File: src/rtl/mem_if_pkg.sv
// Shared encodings for the data-memory access controller: request sizes,
// FSM state codes, lane masks and the request legality check.
package mem_if_pkg;

    // Request size encodings
    localparam logic [1:0] SZ_BYTE = 2'b00;
    localparam logic [1:0] SZ_HALF = 2'b01;
    localparam logic [1:0] SZ_WORD = 2'b10;
    localparam logic [1:0] SZ_RSVD = 2'b11;

    // Controller states
    typedef logic [2:0] state_t;
    localparam state_t ST_IDLE   = 3'd0;
    localparam state_t ST_RD     = 3'd1;
    localparam state_t ST_RMW_RD = 3'd2;
    localparam state_t ST_WR     = 3'd3;
    localparam state_t ST_ERR    = 3'd4;
    localparam state_t ST_RESP   = 3'd5;

    // Right-aligned lane masks, shifted into place by the byte offset
    localparam logic [31:0] LANE_BYTE_MASK = 32'h0000_00ff;
    localparam logic [31:0] LANE_HALF_MASK = 32'h0000_ffff;

    // A request is rejected for a reserved size, a misaligned half/word or a
    // word index past the end of memory.
    function automatic logic req_bad(input logic [1:0] size, input logic [31:0] addr,
                                     input int unsigned depth);
        logic bad;
        bad = (size == SZ_RSVD) ||
              ((size == SZ_HALF) && addr[0]) ||
              ((size == SZ_WORD) && (addr[1:0] != 2'b00));
        if ({2'b00, addr[31:2]} >= depth) begin
            bad = 1'b1;
        end
        return bad;
    endfunction

endpackage

File: src/rtl/mem_access_ctrl_if.sv
// Request/response bus from the datapath plus the strobes to the data memory.
// master: datapath and memory side; slave: the access controller.
interface mem_access_ctrl_if;
    logic        req_valid;
    logic        req_ready;
    logic        req_write;
    logic [1:0]  req_size;
    logic        req_signed;
    logic [31:0] req_addr;
    logic [31:0] req_wdata;
    logic        resp_valid;
    logic        resp_err;
    logic [31:0] resp_rdata;
    logic        MemRead;
    logic        MemWrite;
    logic [31:0] Address;
    logic [31:0] WriteData;
    logic [31:0] MemData;

    modport master (
        output req_valid, req_write, req_size, req_signed, req_addr, req_wdata, MemData,
        input  req_ready, resp_valid, resp_err, resp_rdata, MemRead, MemWrite, Address,
               WriteData
    );

    modport slave (
        input  req_valid, req_write, req_size, req_signed, req_addr, req_wdata, MemData,
        output req_ready, resp_valid, resp_err, resp_rdata, MemRead, MemWrite, Address,
               WriteData
    );
endinterface

File: src/rtl/mem_lane_align.sv
// Little-endian lane handling: extract and extend the addressed lane of a
// memory word for loads, and merge store data into the addressed lane(s).
module mem_lane_align
    import mem_if_pkg::*;
(
    input  logic [1:0]  size,
    input  logic        sgn,
    input  logic [1:0]  off,
    input  logic [31:0] rword,
    input  logic [31:0] wdata,
    output logic [31:0] load_data,
    output logic [31:0] merge_data
);

    logic [4:0] shamt;
    logic [7:0] byte_lane;
    logic [15:0] half_lane;

    // Select the lane by size/offset, then extend or merge it
    always_comb begin
        shamt      = 5'd0;
        byte_lane  = 8'h00;
        half_lane  = 16'h0000;
        load_data  = rword;
        merge_data = wdata;
        case (size)
            SZ_BYTE: begin
                shamt      = {off, 3'b000};
                byte_lane  = rword[shamt +: 8];
                load_data  = {{24{sgn & byte_lane[7]}}, byte_lane};
                merge_data = (rword & ~(LANE_BYTE_MASK << shamt)) |
                             ((wdata & LANE_BYTE_MASK) << shamt);
            end
            SZ_HALF: begin
                shamt      = {off[1], 4'b0000};
                half_lane  = rword[shamt +: 16];
                load_data  = {{16{sgn & half_lane[15]}}, half_lane};
                merge_data = (rword & ~(LANE_HALF_MASK << shamt)) |
                             ((wdata & LANE_HALF_MASK) << shamt);
            end
            default: begin
                load_data  = rword;
                merge_data = wdata;
            end
        endcase
    end

endmodule

File: src/rtl/mem_access_ctrl.sv
// Initiator for the word-addressed data memory: accepts byte-addressed
// loads/stores, drives MemRead/MemWrite/Address/WriteData, and returns a
// single-cycle response. Sub-word stores use read-modify-write.
module mem_access_ctrl
    import mem_if_pkg::*;
#(
    parameter int unsigned DEPTH     = 500,
    parameter int unsigned READ_WAIT = 1
) (
    input logic             clk,
    input logic             reset,
    mem_access_ctrl_if.slave bus
);

    localparam int unsigned CW = (READ_WAIT > 1) ? $clog2(READ_WAIT) : 1;
    localparam logic [CW-1:0] CNT_LAST = CW'(READ_WAIT - 1);

    state_t      state_q, state_d;
    logic [1:0]  size_q;
    logic        signed_q;
    logic [1:0]  off_q;
    logic [31:0] wdata_q;
    logic [31:0] addr_q;
    logic [31:0] wrdata_q;
    logic [31:0] rdata_q;
    logic        err_q;
    logic [CW-1:0] cnt_q;

    logic        accept;
    logic        rd_last;
    logic [31:0] load_data;
    logic [31:0] merge_data;

    assign accept  = bus.req_valid && (state_q == ST_IDLE);
    assign rd_last = (cnt_q == CNT_LAST);

    mem_lane_align u_align (
        .size       (size_q),
        .sgn        (signed_q),
        .off        (off_q),
        .rword      (bus.MemData),
        .wdata      (wdata_q),
        .load_data  (load_data),
        .merge_data (merge_data)
    );

    // Next-state: classify the request on accept, then walk read/write phases
    always_comb begin
        state_d = state_q;
        case (state_q)
            ST_IDLE: begin
                if (accept) begin
                    if (req_bad(bus.req_size, bus.req_addr, DEPTH)) begin
                        state_d = ST_ERR;
                    end else if (!bus.req_write) begin
                        state_d = ST_RD;
                    end else if (bus.req_size == SZ_WORD) begin
                        state_d = ST_WR;
                    end else begin
                        state_d = ST_RMW_RD;
                    end
                end
            end
            ST_RD:     if (rd_last) state_d = ST_RESP;
            ST_RMW_RD: if (rd_last) state_d = ST_WR;
            ST_WR:     state_d = ST_RESP;
            ST_ERR:    state_d = ST_RESP;
            ST_RESP:   state_d = ST_IDLE;
            default:   state_d = ST_IDLE;
        endcase
    end

    // State, request capture, read-wait counting and read-data sampling
    always_ff @(posedge clk or posedge reset) begin
        if (reset) begin
            state_q  <= ST_IDLE;
            size_q   <= SZ_BYTE;
            signed_q <= 1'b0;
            off_q    <= 2'b00;
            wdata_q  <= 32'h0;
            addr_q   <= 32'h0;
            wrdata_q <= 32'h0;
            rdata_q  <= 32'h0;
            err_q    <= 1'b0;
            cnt_q    <= '0;
        end else begin
            state_q <= state_d;
            if (accept) begin
                size_q   <= bus.req_size;
                signed_q <= bus.req_signed;
                off_q    <= bus.req_addr[1:0];
                wdata_q  <= bus.req_wdata;
                addr_q   <= {2'b00, bus.req_addr[31:2]};
                rdata_q  <= 32'h0;
                err_q    <= (state_d == ST_ERR);
                cnt_q    <= '0;
                if (state_d == ST_WR) begin
                    wrdata_q <= bus.req_wdata;
                end
            end
            if ((state_q == ST_RD) || (state_q == ST_RMW_RD)) begin
                if (rd_last) begin
                    // MemData is sampled on the last edge of the read phase
                    if (state_q == ST_RD) begin
                        rdata_q <= load_data;
                    end else begin
                        wrdata_q <= merge_data;
                    end
                end else begin
                    cnt_q <= cnt_q + 1'b1;
                end
            end
        end
    end

    // Strobes and response decoded from state so reset drops them at once
    assign bus.req_ready  = (state_q == ST_IDLE);
    assign bus.MemRead    = (state_q == ST_RD) || (state_q == ST_RMW_RD);
    assign bus.MemWrite   = (state_q == ST_WR);
    assign bus.Address    = addr_q;
    assign bus.WriteData  = wrdata_q;
    assign bus.resp_valid = (state_q == ST_RESP);
    assign bus.resp_err   = (state_q == ST_RESP) && err_q;
    assign bus.resp_rdata = (state_q == ST_RESP) ? rdata_q : 32'h0;

endmodule

File: src/flat_wrapper.sv
// flat-port wrapper written by rule: the top's interface ports become plain ports
module mem_access_ctrl_flat import mem_if_pkg::*;
#(
    parameter int unsigned DEPTH     = 500,
    parameter int unsigned READ_WAIT = 1
)
  (clk, reset, bus_req_valid, bus_req_write, bus_req_size, bus_req_signed, bus_req_addr, bus_req_wdata, bus_MemData, bus_req_ready, bus_resp_valid, bus_resp_err, bus_resp_rdata, bus_MemRead, bus_MemWrite, bus_Address, bus_WriteData);
  mem_access_ctrl_if bus_i ();
  input logic clk;
  input logic reset;
  input wire logic [$bits(bus_i.req_valid)-1:0] bus_req_valid;
  input wire logic [$bits(bus_i.req_write)-1:0] bus_req_write;
  input wire logic [$bits(bus_i.req_size)-1:0] bus_req_size;
  input wire logic [$bits(bus_i.req_signed)-1:0] bus_req_signed;
  input wire logic [$bits(bus_i.req_addr)-1:0] bus_req_addr;
  input wire logic [$bits(bus_i.req_wdata)-1:0] bus_req_wdata;
  input wire logic [$bits(bus_i.MemData)-1:0] bus_MemData;
  output wire logic [$bits(bus_i.req_ready)-1:0] bus_req_ready;
  output wire logic [$bits(bus_i.resp_valid)-1:0] bus_resp_valid;
  output wire logic [$bits(bus_i.resp_err)-1:0] bus_resp_err;
  output wire logic [$bits(bus_i.resp_rdata)-1:0] bus_resp_rdata;
  output wire logic [$bits(bus_i.MemRead)-1:0] bus_MemRead;
  output wire logic [$bits(bus_i.MemWrite)-1:0] bus_MemWrite;
  output wire logic [$bits(bus_i.Address)-1:0] bus_Address;
  output wire logic [$bits(bus_i.WriteData)-1:0] bus_WriteData;
  assign bus_i.req_valid = bus_req_valid;
  assign bus_i.req_write = bus_req_write;
  assign bus_i.req_size = bus_req_size;
  assign bus_i.req_signed = bus_req_signed;
  assign bus_i.req_addr = bus_req_addr;
  assign bus_i.req_wdata = bus_req_wdata;
  assign bus_i.MemData = bus_MemData;
  assign bus_req_ready = bus_i.req_ready;
  assign bus_resp_valid = bus_i.resp_valid;
  assign bus_resp_err = bus_i.resp_err;
  assign bus_resp_rdata = bus_i.resp_rdata;
  assign bus_MemRead = bus_i.MemRead;
  assign bus_MemWrite = bus_i.MemWrite;
  assign bus_Address = bus_i.Address;
  assign bus_WriteData = bus_i.WriteData;
  mem_access_ctrl #(.DEPTH(DEPTH), .READ_WAIT(READ_WAIT)) u_core (.clk(clk), .reset(reset), .bus(bus_i));
endmodule
File: config.mk
export PLATFORM = sky130hd
export DESIGN_NAME = mem_access_ctrl_flat
export DESIGN_NICKNAME = d
export VERILOG_FILES = /design/src/rtl/mem_if_pkg.sv /design/src/rtl/mem_access_ctrl_if.sv /design/src/rtl/mem_lane_align.sv /design/src/rtl/mem_access_ctrl.sv /design/src/flat_wrapper.sv
export SDC_FILE = /design/constraint.sdc
export NUM_CORES = 1
export LEC_CHECK = 0
export CAP_MARGIN = 10
export CELL_PAD_IN_SITES_DETAIL_PLACEMENT = 0
export CELL_PAD_IN_SITES_GLOBAL_PLACEMENT = 2
export CORE_UTILIZATION = 30
export DETAILED_ROUTE_END_ITERATION = 8
export GPL_TIMING_DRIVEN = 0
export PLACE_DENSITY_LB_ADDON = 0.05
export SLEW_MARGIN = 20
export SYNTH_ARGS = -nofsm -noshare
export SYNTH_HDL_FRONTEND = slang
export SYNTH_SLANG_ARGS = --single-unit
export TNS_END_PERCENT = 5
File: constraint.sdc
create_clock -name clk -period 10.9 [get_ports clk]
set_input_delay 2.18 -clock clk [delete_from_list [all_inputs] [get_ports clk]]
set_output_delay 2.18 -clock clk [all_outputs]
set_load 0.01 [all_outputs]
==> results of run 1 <==
## routing by layer
layer  GRT usage [%]  wire length [µm]  share of wire, %
met1           33.93             13650                49
met5               0                 0                 0
met4           7.236               525               1.9
met2           36.02             12480                45
met3           3.249              1354               4.8
## cells by family (layout without fill, tap and decap cells)
family	Yosys count	after routing	share of synthesized area (%)
other	1	2	0.05209
buffers and inverters	80	314	4.623
AOI/OAI and AO/OA	231	231	20.40
and+or+nand+nor	394	394	24.83
DFF	136	136	47.27
muxes	18	18	2.694
xor gates and xnor gates	1	1	0.1217
## stage by stage
| stage | util (%) | total power, mW | cell area (µm²) | hold slack (ns) |
|---|---|---|---|---|
| 3_5_place_dp | 41.11 | 1.973 | 9649 | 0.4614 |
| 6_report | 43.74 | 2.577 | 10270 | 0.4707 |
| 3_3_place_gp | 40.96 | 1.965 | 9614 | 0.4572 |
| 4_1_cts | 43.74 | 2.597 | 10270 | 0.4775 |
| 2_1_floorplan | - | 1.473 | 7203 | 0.4460 |
| 5_1_grt | 43.74 | 2.755 | 10270 | 0.4950 |
## registers in the layout, indices dropped and copies added, names as in the netlist
register,cells
u_core.bus.Address,30
u_core.bus.WriteData,32
u_core.cnt_q,1
u_core.err_q,1
u_core.off_q,2
u_core.rdata_q,32
u_core.signed_q,1
u_core.size_q,2
u_core.state_q,3
u_core.wdata_q,32
## synth_stat cells, types with 4 or more instances
library cell	instances	area share, %
clkbuf_1	59	3.1
o211a_1	8	1.1
nor3_1	5	0.35
inv_1	6	0.31
nand3_1	40	2.8
nor2b_1	4	0.35
buf_4	6	0.63
buf_2	7	0.49
a31oi_1	39	3.4
nor3b_1	7	0.73
a21oi_1	58	4.0
nand2_1	255	13
o21ai_0	35	2.4
a221oi_1	7	0.85
o22ai_1	31	2.7
mux2i_1	16	2.2
and2_1	42	3.6
nor2_1	13	0.68
nand2b_1	11	0.96
a211oi_1	24	2.5
o21ai_1	8	0.56
dfrtp_1	136	47
a2bb2oi_1	9	1.1
## cells in the final DEF (no fill, tap or decap), types with 24 or more instances in the layout
| master | Yosys | routed |
|---|---|---|
| o21ai_0 | 35 | 35 |
| a21oi_1 | 58 | 58 |
| clkbuf_1 | 59 | 61 |
| dfrtp_1 | 136 | 136 |
| and2_1 | 42 | 42 |
| o22ai_1 | 31 | 31 |
| nand2_1 | 255 | 255 |
| a211oi_1 | 24 | 24 |
| a31oi_1 | 39 | 39 |
| clkdlybuf4s50_1 | 0 | 201 |
| nand3_1 | 40 | 40 |
## worst max-delay path: stages (launching register included)
cell             delay [ns]
dfrtp_1                0.47
inv_1                  0.13
nor3_1                 0.81
clkbuf_1               0.38
and2_1                 0.18
clkdlybuf4s50_1        0.55
## how the worst min path moves through the flow
stage	end	slack, ns	cells past startpoint
2_1_floorplan	u_core.wdata_q[16]$_DFFE_PP0P_	0.45	2
3_3_place_gp	u_core.bus.Address[6]$_DFFE_PP0P_	0.46	2
3_5_place_dp	u_core.bus.Address[0]$_DFFE_PP0P_	0.46	2
4_1_cts	u_core.wdata_q[23]$_DFFE_PP0P_	0.48	2
5_1_grt	u_core.bus.Address[19]$_DFFE_PP0P_	0.49	2
6_report	u_core.bus.Address[9]$_DFFE_PP0P_	0.47	2
## cell type report
| cell class | count | area, µm² |
|---|---|---|
| Inverter | 6 | 30.03 |
| Clock buffer | 22 | 474.2 |
| Tap cell | 319 | 399.1 |
| Fill cell | 2415 | 13210 |
| Multi-Input combinational cell | 646 | 3467 |
| Timing Repair Buffer | 202 | 2039 |
| Buffer | 74 | 310.3 |
| Clock inverter | 10 | 142.6 |
| Sequential cell | 136 | 3403 |
## power by group
part | switching (mW) | total, mW | internal [mW]
sequential | 0.129 | 0.818 | 0.689
combinational | 0.653 | 1.15 | 0.492
clock | 0.234 | 0.613 | 0.380
total | 1.02 | 2.58 | 1.56
==> impl_metrics.ini, run 1 <==
[cts]
hold_buffers = 0
numClockSinks = 136
clk_latency_ns = 0.43
cts-resized-gates = 0
cts-buffers-inserted = 17
post_cts_buffers = 0
h-tree-depth = 4
cts_buffer_depth = 2
cts_root_buf = clkbuf_16
cts_tree = built
path_clk_slew_ns = 0.06

[final_layout]
final_nets = 1186
diodes = 0
final_cells = 1415
area_growth_pct = 42.60
drive_gt1_share_pct = 5.657

[die]
die_h_um = 156.9
dieArea_um2 = 24620
start_util_pct = 30.67
ios = 204
core_area_um2 = 23470
num_rows = 56
die-width_um = 156.9

[grt]
grt_pass1_wl_um = 42900
grt_max_degree = 86
grt-ovfl-total = 0
grt_usage_pct = 23.46
antenna_found_initial = 0
grt_pass1_vias = 7059

[synth]
synth_edf_count = 0
synth_area_um2 = 7199
ys_ff_latch = 136
avgSynthCellArea_um2 = 8.362
synth-main-ff-cell = dfrtp_1
seq_area_frac_synth_pct = 47.27
ys_async_sr_fraction_pct = 100.0
ys_types = 51
ys_warn_count = 0
synthCells = 861

[routing]
routed_wl_um = 28010
viasPerCell = 5.064
postRouteAntennaNets = 0
wl_per_cell_um = 19.80
drt_iter0_markers = 502
drt_pre_antenna_iters = 5
drc = 0
vias = 7165

[setup_path]
crit_end = bus_resp_rdata[28]
cp_data_arrival_time_ns = 2.93
crit_required_ns = 8.72
startpoint = u_core.state_q[2]$_DFF_PP0_
critPathKind = reg2out
worst_setup_path_start_kind = register
path_max_fanout = 10
rr_worst_depth = 8
r2r_end = u_core.bus.WriteData[21]$_DFF_PP0_
end_kind = primary output
r2r_slack_ns = 8.36
r2r_start = u_core.state_q[1]$_DFF_PP0_

[run]
max_cap_viol_count = 0

[placed_design]
gp_congestion = 0.8208
dp_cells = 1383
port-buffer-count = 201
pre_cts_ws_ns = 6.141
dp_hpwl_um = 20780

[sta]
rsz0062_at_grt = no
timing.slew.headroom_pct = 28.11
tightest_slew_ns = 1.069
setup_slack_ns = 5.786
clock.fmax_mhz = 195.5
finClkSkew_ns = 0.01094
slew_violations = 0
setup_violations = 0
hold_violations = 0
fin_tns_setup_ns = 0
period_share_pct = 46.92
min_period_ns = 5.114

[hold_path]
hold_path_class = reg2reg
hold_start = u_core.bus.Address[9]$_DFFE_PP0P_

[status]
outcome = finished clean

[power]
powerDensity_nw_per_um2 = 251.0
peakVddDrop_v = 0.0001053
leakage_nw = 4.423
Power figures use the tool's default switching activity.
==> inputs of run 2 (changes only) <==
Settings changed: CORE_UTILIZATION 30 to 25.
Clock period 10.9 ns to 4.5 ns, I/O delays scaled along.
==> run 2 against run 1 <==
Wire length rose by 7.7%. Non-clock buffer count rose by 4. Flip-flop and latch count did not move. Clock skew rose by 0.017 ns. Combinational power rose by 140%. Register-to-register slack got worse by 6.5 ns. Cell count rose by 4.5%. Clock power rose by 120%. Power rose by 140%. Worst setup slack got worse by 5.1 ns. Global-route usage fell by 2.5 points. Critical path type unchanged. Critical endpoint is now bus_resp_rdata[30]. Highest routed layer unchanged.
==> impl_metrics.ini, run 2 (synthesis gave the netlist of run 1 again) <==
[cts]
hold_buffers = 0
cts_tree = built
post_cts_buffers = 0
cts_root_buf = clkbuf_16
cts-resized-gates = 0
cts_buffer_depth = 2
clk_latency_ns = 0.43
path_clk_slew_ns = 0.06
cts-buffers-inserted = 17
h-tree-depth = 4
numClockSinks = 136

[final_layout]
final_cell_mix = nand2_1, clkdlybuf4s50_1, dfrtp_1, clkbuf_1, a21oi_1
area_growth_pct = 43.71
drive_gt1_share_pct = 6.091
layout_commonest_cell = nand2_1
final_nets = 1190
final_cells = 1479
final_core_util_pct = 36.84

[grt]
grt_max_degree = 31
grt_pass1_vias = 7210
grt_pass1_wl_um = 45290
antenna_found_initial = 1
grt_usage_pct = 20.99
grt-ovfl-total = 0

[sta]
setup_slack_ns = 0.6541
min_period_ns = 3.846
fin_tns_setup_ns = 0
timing.slew.headroom_pct = 27.81
slew_violations = 0
hold_violations = 0
setup_violations = 0
tightest_slew_ns = 1.073
finClkSkew_ns = 0.02763
period_share_pct = 85.46
fin_hold_ws_ns = 0.4704
clock.fmax_mhz = 260.0
rsz0062_at_grt = no

[die]
die-width_um = 171.7
dieArea_um2 = 29480
start_util_pct = 25.63
num_rows = 61
ios = 204
die_h_um = 171.7
core_area_um2 = 28090

[routing]
wl_per_cell_um = 20.39
viasPerCell = 4.880
vias = 7218
drt_iter0_markers = 493
routed_wl_um = 30150
drc = 0
drt_pre_antenna_iters = 5
postRouteAntennaNets = 0

[setup_path]
critPathBufInv = 3
rr_worst_depth = 8
worst_setup_path_start_kind = register
r2r_start = u_core.state_q[1]$_DFF_PP0_
slowest_delay_ns = 0.83
end_kind = primary output
cp_slowest_cell = nor3_1
path_cells = inv_1 > nor3_1 > clkbuf_1 > and2_1 > clkdlybuf4s50_1
crit_end = bus_resp_rdata[30]
crit_required_ns = 3.60
path_max_fanout = 10
crit_cells = 5
critPathKind = reg2out
cp_data_arrival_time_ns = 2.95
path_delay_family = simple AND/OR/NAND/NOR gates
startpoint = u_core.state_q[2]$_DFF_PP0_
r2r_slack_ns = 1.84
r2r_end = u_core.bus.WriteData[26]$_DFF_PP0_

[placed_design]
gp_congestion = 0.8184
pre_cts_ws_ns = 0.9469
port-buffer-count = 201
dp_cells = 1446
dp_hpwl_um = 22900

[run]
max_cap_viol_count = 0

[hold_path]
hold_path_class = reg2reg

[power]
powerDensity_nw_per_um2 = 591.0
peakVddDrop_v = 0.0002508
leakage_nw = 4.418

[status]
outcome = finished clean
run 2: changes by cell type in the layout (fill, tap and decap cells not counted):
cell	change
buf_12	+4
bufinv_16	-3
clkbuf_1	-1
clkbuf_8	-3
clkinvlp_4	+2
diode_2	+1
inv_6	+5
run 2: metal layers:
layer  wire, µm  GRT usage (%)  part of all wire (%)  up-vias
met5          0              0                     0        -
met4        492          5.707                   1.6        0
met3       1434          3.843                   4.8       21
met2      13720          32.71                    45      201
met1      14510          29.54                    48     3528
li1           -              -                     -     3468
run 2: worst min-delay path by stage:
stage	startpoint	endpoint	cells after the start
floorplan	u_core.wdata_q[16]$_DFFE_PP0P_	u_core.wdata_q[16]$_DFFE_PP0P_	2
global placement	u_core.bus.Address[5]$_DFFE_PP0P_	u_core.bus.Address[5]$_DFFE_PP0P_	2
global route	u_core.wdata_q[24]$_DFFE_PP0P_	u_core.wdata_q[24]$_DFFE_PP0P_	2
detailed placement	u_core.bus.Address[6]$_DFFE_PP0P_	u_core.bus.Address[6]$_DFFE_PP0P_	2
finish	u_core.bus.Address[5]$_DFFE_PP0P_	u_core.bus.Address[5]$_DFFE_PP0P_	2
CTS	u_core.bus.Address[6]$_DFFE_PP0P_	u_core.bus.Address[6]$_DFFE_PP0P_	2
run 2: power breakdown:
group	internal (mW)	leakage, nW	total (mW)	switching, mW
Sequential	1.67	1.69	1.99	0.321
Clock	0.719	0.264	1.32	0.604
Combinational	1.20	2.47	2.80	1.60
Total	3.59	4.42	6.12	2.53
run 2: worst register-to-register path, cell delays in order (launching register included):
cell      delay, ns
dfrtp_1        0.37
buf_2          0.18
nor4b_2        0.24
buf_2          0.31
nand2_1        0.12
nor3_2         0.52
clkbuf_1       0.50
nand3_1        0.14
a31oi_1        0.20
run 2: cell type report:
| type | instances | area [µm²] |
|---|---|---|
| Fill cell | 3035 | 17740 |
| Clock inverter | 14 | 115.1 |
| Buffer | 74 | 310.3 |
| Antenna cell | 1 | 2.502 |
| Inverter | 6 | 26.28 |
| Clock buffer | 18 | 429.2 |
| Multi-Input combinational cell | 646 | 3467 |
| Timing Repair Buffer | 206 | 2120 |
| Sequential cell | 136 | 3403 |
| Tap cell | 378 | 473.0 |
run 2: through the flow:
step / cell area, µm² / power, mW
floorplan: 7207 / 3.568
global placement: 9692 / 4.808
detailed placement: 9799 / 4.837
CTS: 10340 / 6.186
global route: 10350 / 6.572
finish: 10350 / 6.115
